$ cat src/rtl/ovf_evt_pkg.sv
// ovf_evt_pkg: shared event record type and default sizing constants for the overflow event buffer
package ovf_evt_pkg;
  localparam int OVF_EVT_DEPTH = 4;
  localparam int OVF_EVT_TS_W = 12;
  localparam logic [7:0] OVF_EVT_DROP_MAX = 8'd255;
  typedef struct packed {
    logic [OVF_EVT_TS_W-1:0] ts;
    logic [3:0] residue;
  } ovf_event_t;
endpackage

$ cat src/rtl/ovf_evt_fifo.sv
// ovf_evt_fifo: show-ahead sync fifo (push/din in, pop, dout = head or 0 when empty, full/empty/count out)
module ovf_evt_fifo #(
  parameter int DEPTH = 4,
  parameter int W = 16
) (
  input  logic                     clk,
  input  logic                     reset,
  input  logic                     push,
  input  logic                     pop,
  input  logic [W-1:0]             din,
  output logic [W-1:0]             dout,
  output logic                     full,
  output logic                     empty,
  output logic [$clog2(DEPTH):0]   count
);
  localparam int AW = $clog2(DEPTH);
  localparam logic [AW:0] CAP = (AW+1)'(DEPTH);
  logic [W-1:0] mem [DEPTH];
  logic [AW-1:0] wp, rp;
  logic wr, rd;
  assign rd = pop & !empty;
  assign wr = push & (!full | rd);
  assign full = count == CAP;
  assign empty = count == '0;
  assign dout = empty ? '0 : mem[rp];
  always_ff @(posedge clk)
    if (wr) mem[wp] <= din;
  always_ff @(posedge clk) begin
    if (reset) begin
      wp <= '0;
      rp <= '0;
      count <= '0;
    end else begin
      if (wr) wp <= wp + 1'b1;
      if (rd) rp <= rp + 1'b1;
      if (wr & !rd) count <= count + 1'b1;
      else if (rd & !wr) count <= count - 1'b1;
    end
  end
endmodule

$ cat src/rtl/ovf_event_buffer.sv
// ovf_event_buffer: timestamps accumulator overflows (enable, acc_out, acc_ovf in) into a fifo (ev_valid/ev_ready/ev_ts/ev_residue, occupancy, full, drop_cnt out)
module ovf_event_buffer
  import ovf_evt_pkg::*;
#(
  parameter int DEPTH = OVF_EVT_DEPTH,
  parameter int TS_W = OVF_EVT_TS_W
) (
  input  logic                     clk,
  input  logic                     reset,
  input  logic                     enable,
  input  logic [3:0]               acc_out,
  input  logic                     acc_ovf,
  output logic                     ev_valid,
  input  logic                     ev_ready,
  output logic [TS_W-1:0]          ev_ts,
  output logic [3:0]               ev_residue,
  output logic [$clog2(DEPTH):0]   occupancy,
  output logic                     full,
  output logic [7:0]               drop_cnt
);
  logic [TS_W-1:0] ts;
  logic [TS_W+3:0] head;
  logic empty, push, pop, drop;
  assign push = enable & acc_ovf;
  assign pop = ev_valid & ev_ready;
  // a full buffer still takes the record when the head leaves on the same edge
  assign drop = push & full & !ev_ready;
  assign ev_valid = !empty;
  assign ev_ts = head[TS_W+3:4];
  assign ev_residue = head[3:0];
  ovf_evt_fifo #(.DEPTH(DEPTH), .W(TS_W + 4)) u_fifo (
    .clk(clk),
    .reset(reset),
    .push(push),
    .pop(pop),
    .din({ts, acc_out}),
    .dout(head),
    .full(full),
    .empty(empty),
    .count(occupancy)
  );
  always_ff @(posedge clk) begin
    if (reset) begin
      ts <= '0;
      drop_cnt <= '0;
    end else begin
      if (enable) ts <= ts + 1'b1;
      if (drop && drop_cnt != OVF_EVT_DROP_MAX) drop_cnt <= drop_cnt + 1'b1;
    end
  end
endmodule

$ cat config.mk
export PLATFORM = sky130hd
export DESIGN_NAME = ovf_event_buffer
export DESIGN_NICKNAME = d
export VERILOG_FILES = /design/src/rtl/ovf_evt_pkg.sv /design/src/rtl/ovf_evt_fifo.sv /design/src/rtl/ovf_event_buffer.sv
export SDC_FILE = /design/constraint.sdc
export NUM_CORES = 1
export LEC_CHECK = 0
export BUFFER_PORTS_ARGS = -buffer_cell sky130_fd_sc_hd__clkbuf_2
export CAP_MARGIN = 40
export CORE_UTILIZATION = 45
export DETAILED_ROUTE_END_ITERATION = 12
export GPL_TIMING_DRIVEN = 0
export SLEW_MARGIN = 40
export SYNTH_ARGS = -nofsm -noshare
export SYNTH_HDL_FRONTEND = slang
export SYNTH_SLANG_ARGS = --single-unit
export TNS_END_PERCENT = 20
$ cat constraint.sdc
create_clock -name clk -period 3.6 [get_ports clk]
set_clock_uncertainty 0.2 [all_clocks]
set_input_delay 0.72 -clock clk [delete_from_list [all_inputs] [get_ports clk]]
set_output_delay 0.72 -clock clk [all_outputs]
set_load 0.1 [all_outputs]
# After elaboration in Yosys (flattened, before gate mapping)

Memories as Yosys holds them, arrays and structs flattened. A register that Yosys moved wholly into a read port is not among the register bits.
Index checks and enable logic that the tools add are counted.

$add $sub $neg: 6
Equal/unequal tests: 2
Multiplexer cells: 7
Bitwise operators: 9
Reduce and logical (&&, ||, !) cells: 8

Operators by type and width:

| kind                  | number |
|---|---|
| $mux 16               | 1 |
| $add 12x1->12 const B | 1 |
| $add 8x1->8 const B   | 1 |
| $and 1x1->1           | 8 |
| $ne 8x8->1 const B    | 1 |
| $mux 3                | 2 |
| $logic_not 1->1       | 5 |
| $add 2x1->2 const B   | 2 |
| $mux 2                | 2 |
| $add 3x1->3 const B   | 1 |
| $eq 3x3->1 const B    | 1 |
| $logic_not 3->1       | 1 |
| $sub 3x1->3 const B   | 1 |
| $mux 1                | 2 |
| $reduce_bool 2->1     | 1 |
| $logic_and 1x1->1     | 1 |
| $or 1x1->1            | 1 |

Register bits after elaboration: 27
Bits in writable memories: 64
Input bits: 9
Output and inout port bits: 29
Word-level logic and storage cells: 38
Memories: 1

Memories:

| memory     | words | bits a word | read ports | clocked after Yosys merged registers in | wr ports | line               | text |
|---|---|---|---|---|---|---|---|
| u_fifo.mem | 4     | 16          | 1          | 1                                       | 1        | ovf_evt_fifo.sv:18 | `logic [W-1:0] mem [DEPTH];` |

# Depth between registers and ports, before layout

Word-level depth: 10
Depth in mapped cells: 9
Mapped depth without buffers: 8

# Cells and area by module

A second synthesis with hierarchy kept.

Cell total of the unflattened synthesis: 261
Area, all modules: 4007.6 um2

By module, submodules not included:

| module           | times used | cells an instance | area each (um2) | sequential area each (um2) |
|---|---|---|---|---|
| ovf_evt_fifo     | 1          | 150               | 3015.4          | 2102.0 |
| ovf_event_buffer | 1          | 111               | 992.2           | 400.4 |

# Worst setup path before layout

No wires, ideal clock.

Kind: register -> output
Start: reg u_fifo.count[0]
End: out ev_ts[10]
Data arrival time: 3347 ps
Data required time: 2680 ps
Path slack: -667 ps
Stages on the path, launching flop included: 5
Path buffers: 2
Path through: dfxtp_1 or3_1 clkbuf_1 clkbuf_1 and2_1

Longest elaborated chain between the ends: 2

RTL lines:

| element                | line                   | text |
|---|---|---|
| start, declared        | ovf_evt_fifo.sv:14     | `output logic [$clog2(DEPTH):0] count` |
| start signal, assigned | ovf_evt_fifo.sv:36     | `if (wr & !rd) count <= count + 1'b1;` |
| start signal, assigned | ovf_evt_fifo.sv:37     | `else if (rd & !wr) count <= count - 1'b1;` |
| $logic_not 3->1        | ovf_evt_fifo.sv:24     | `assign empty = count == '0;` |
| $mux 16                | ovf_evt_fifo.sv:25     | `assign dout = empty ? '0 : mem[rp];` |
| end, declared          | ovf_event_buffer.sv:15 | `output logic [TS_W-1:0] ev_ts,` |

No other way between the ends.

==> metrics.yaml <==
worst_setup_path:
  required_ns: 2.68
  critPathCaptureType: "primary output"
  startpoint_type: "flip-flop"
  critPathMaxFanout: 10
  crit_arrival_ns: 2.55
  criticalPathCategory: "flip-flop to primary output"
power:
  power_density_nw_per_um2: 726
  leakagePower_uw: 0.00151
  peakVddDrop_uv: 427
drt:
  wl_per_cell_um: 15.1
  drt_wl_total_um: 6070
  ant_nets: 0
  via_count: 2045
  vias_per_cell: 5.07
  drtIter0Drc: 106
  drc: 0
  drt-pass1-iter-count: 4
grt:
  grt_antenna_before_repair: 0
  gr-usage-all-layers_pct: 16.0
  grt_max_degree: 17
  grt_pass1_vias: 1990
  overflow: 0
  grt_pass1_wl_um: 10100
outcome:
  outcome: "completed"
final_layout:
  nFillCells: 676
  drive_above_1_share_pct: 26.2
  n_antenna_cell: 0
  layout_commonest_cell: "edfxtp_1"
  area_growth_pct: 14.2
  fin_nets: 313
  final_cell_mix: "edfxtp_1, clkbuf_2, dfxtp_1, nor2_1, mux4_2"
placed_design:
  gp_congestion: 0.691
  numPortBuffers: 35
  post-place-ws_ns: 0.459
  post-dp-hpwl_um: 3880
synthesis:
  synth_nets: 267
  synth-xor-area-share_pct: 3.73
  synthCells: 250
  yosysWarnings: 0
  synth_adder_area_share_pct: 2.87
  yosys.area_share.simple_pct: 11.3
  synth_compound_area_share_pct: 2.97
  yosysSeqAreaShare_pct: 66.7
  synth_area_um2: 3750
  muxShareOfSynthArea_pct: 10.7
  synth_top_family_by_area: "simple AND/OR/NAND/NOR gates"
  synth_cell_type_count: 28
  syn_avg_cell_area_um2: 15.0
  synth_seq_cells: 93
floorplan:
  io_pins: 38
  core-area_um2: 7890
  die_y_um: 93.3
  start_util_pct: 47.6
  die_w_um: 93.3
  rows: 32
  die-area_um2: 8710
job:
  maxCapViolCount: 0
sta:
  fin_crit_sh_pct: 96.4
  tns_ns: 0
  setup_ws_ns: 0.131
  relSlewSlack_pct: 57.9
  maxSlewViolCount: 0
  worst_slew_pin_slew_ns: 0.632
  period_needed_ns: 3.47
  fmax_ghz: 0.288
  setup_viol: 0
  hold_ws_ns: 0.311
  rsz0062_at_grt: "no"
  finalHoldViolCount: 0
clocking:
  clk_pin_slew_worst_paths_ns: 0.08
  post_cts_buffers: 0
  root_buffer: "clkbuf_8"
  numCtsBuffers: 9
  cts_resized: 0
  clk_latency_ns: 0.35
  cts_sinks: 93
  cts_htree_levels: 3
  cts_tree: "built"
  clock_path_buffers: 2
  cts_hold_buf: 0
min_path:
  min_path_type: "flip-flop to flip-flop"
==> cell usage after synthesis, drive strengths merged <==
cell type / n / area, µm²
nand2: 7 / 26.3
nor2: 20 / 75.1
fa: 1 / 20.0
mux2i: 4 / 40.0
a21oi: 9 / 45.0
clkbuf: 5 / 18.8
edfxtp: 64 / 1920
o21ai: 6 / 30.0
o211ai: 1 / 21.3
nand4: 5 / 31.3
nor4: 1 / 6.26
inv: 7 / 26.3
ha: 7 / 87.6
xor2: 9 / 78.8
nor3: 4 / 20.0
or4: 2 / 15.0
o31ai: 2 / 15.0
nand3: 8 / 40.0
nor3b: 1 / 18.8
dfxtp: 29 / 581
buf: 5 / 22.5
xnor2: 7 / 61.3
and3b: 1 / 8.76
and2: 20 / 125
mux4: 16 / 360
and3: 2 / 12.5
or3: 7 / 43.8
==> logic make-up (layout without fill, tap and decap cells) <==
group                      count (synthesis)  in the layout
muxes                                     20             20
buffers and inverters                     17             68
AOI/OAI and AO/OA                         18             18
and+or+nand+nor                           78             78
adders and majority gates                  8              8
DFF                                       93             93
xor gates and xnor gates                  16             16
==> power by group <==
group	internal (µW)	leakage [µW]	switching [µW]
Combinational	237	0.000573	895
Clock	396	0.000104	359
Sequential	1190	0.000831	33.9
==> worst max-delay path, cell delays in order, from the launching register on <==
cell	delay [ns]
dfxtp_1	0.31
clkbuf_1	0.37
clkbuf_1	0.55
mux4_2	0.41
and2_2	0.20
clkbuf_2	0.36
==> layer usage <==
metal,wire length [µm],global-route usage (%),vias to the layer above
met5,0,0,-
met4,121,8.85,0
met3,172,3.01,10
met2,2820,24.9,37
met1,2960,21.3,975
li1,-,-,1023
==> sequential cells by signal, summed over array words and instances (netlist names), named ones only <==
name	count
u_fifo.count	3
u_fifo.mem	64
u_fifo.wp	2
drop_cnt	8
ts	12
u_fifo.rp	2
==> cell type report <==
type	count	area, µm²	share of cell area, %
flip-flops and latches	93	2500	58.4
multi-input cells	140	1190	27.8
repair buffers	35	175	4.09
clock buffers	10	128	2.98
well taps	102	128	2.98
clock inverters	6	92.6	2.16
plain buffers	10	42.5	0.993
inverters	7	26.3	0.613
==> through the flow <==
stage	instances	power (µW)	instance area, µm²	utilization, %
3_3_place_gp	387	2390	4060	51.5
3_5_place_dp	387	2390	4070	51.5
2_1_floorplan	250	2230	3760	-
5_1_grt	403	3240	4290	54.3
6_report	403	3110	4290	54.3
4_1_cts	403	3150	4290	54.3
==> worst paths after layout <==
| check | end | depth (start not counted) | slack [ns] | startpoint |
|---|---|---|---|---|
| hold reg to reg | drop_cnt[7] | 2 | 0.31 | drop_cnt[7] |
| hold / removal | drop_cnt[7] | 2 | 0.31 | drop_cnt[7] |
| setup / recovery | ev_ts[2] | 5 | 0.13 | flip-flop |
| setup reg to reg | u_fifo.count[2] | 9 | 0.97 | u_fifo.count[0] |
No activity file was read; power rests on OpenSTA's default activity.
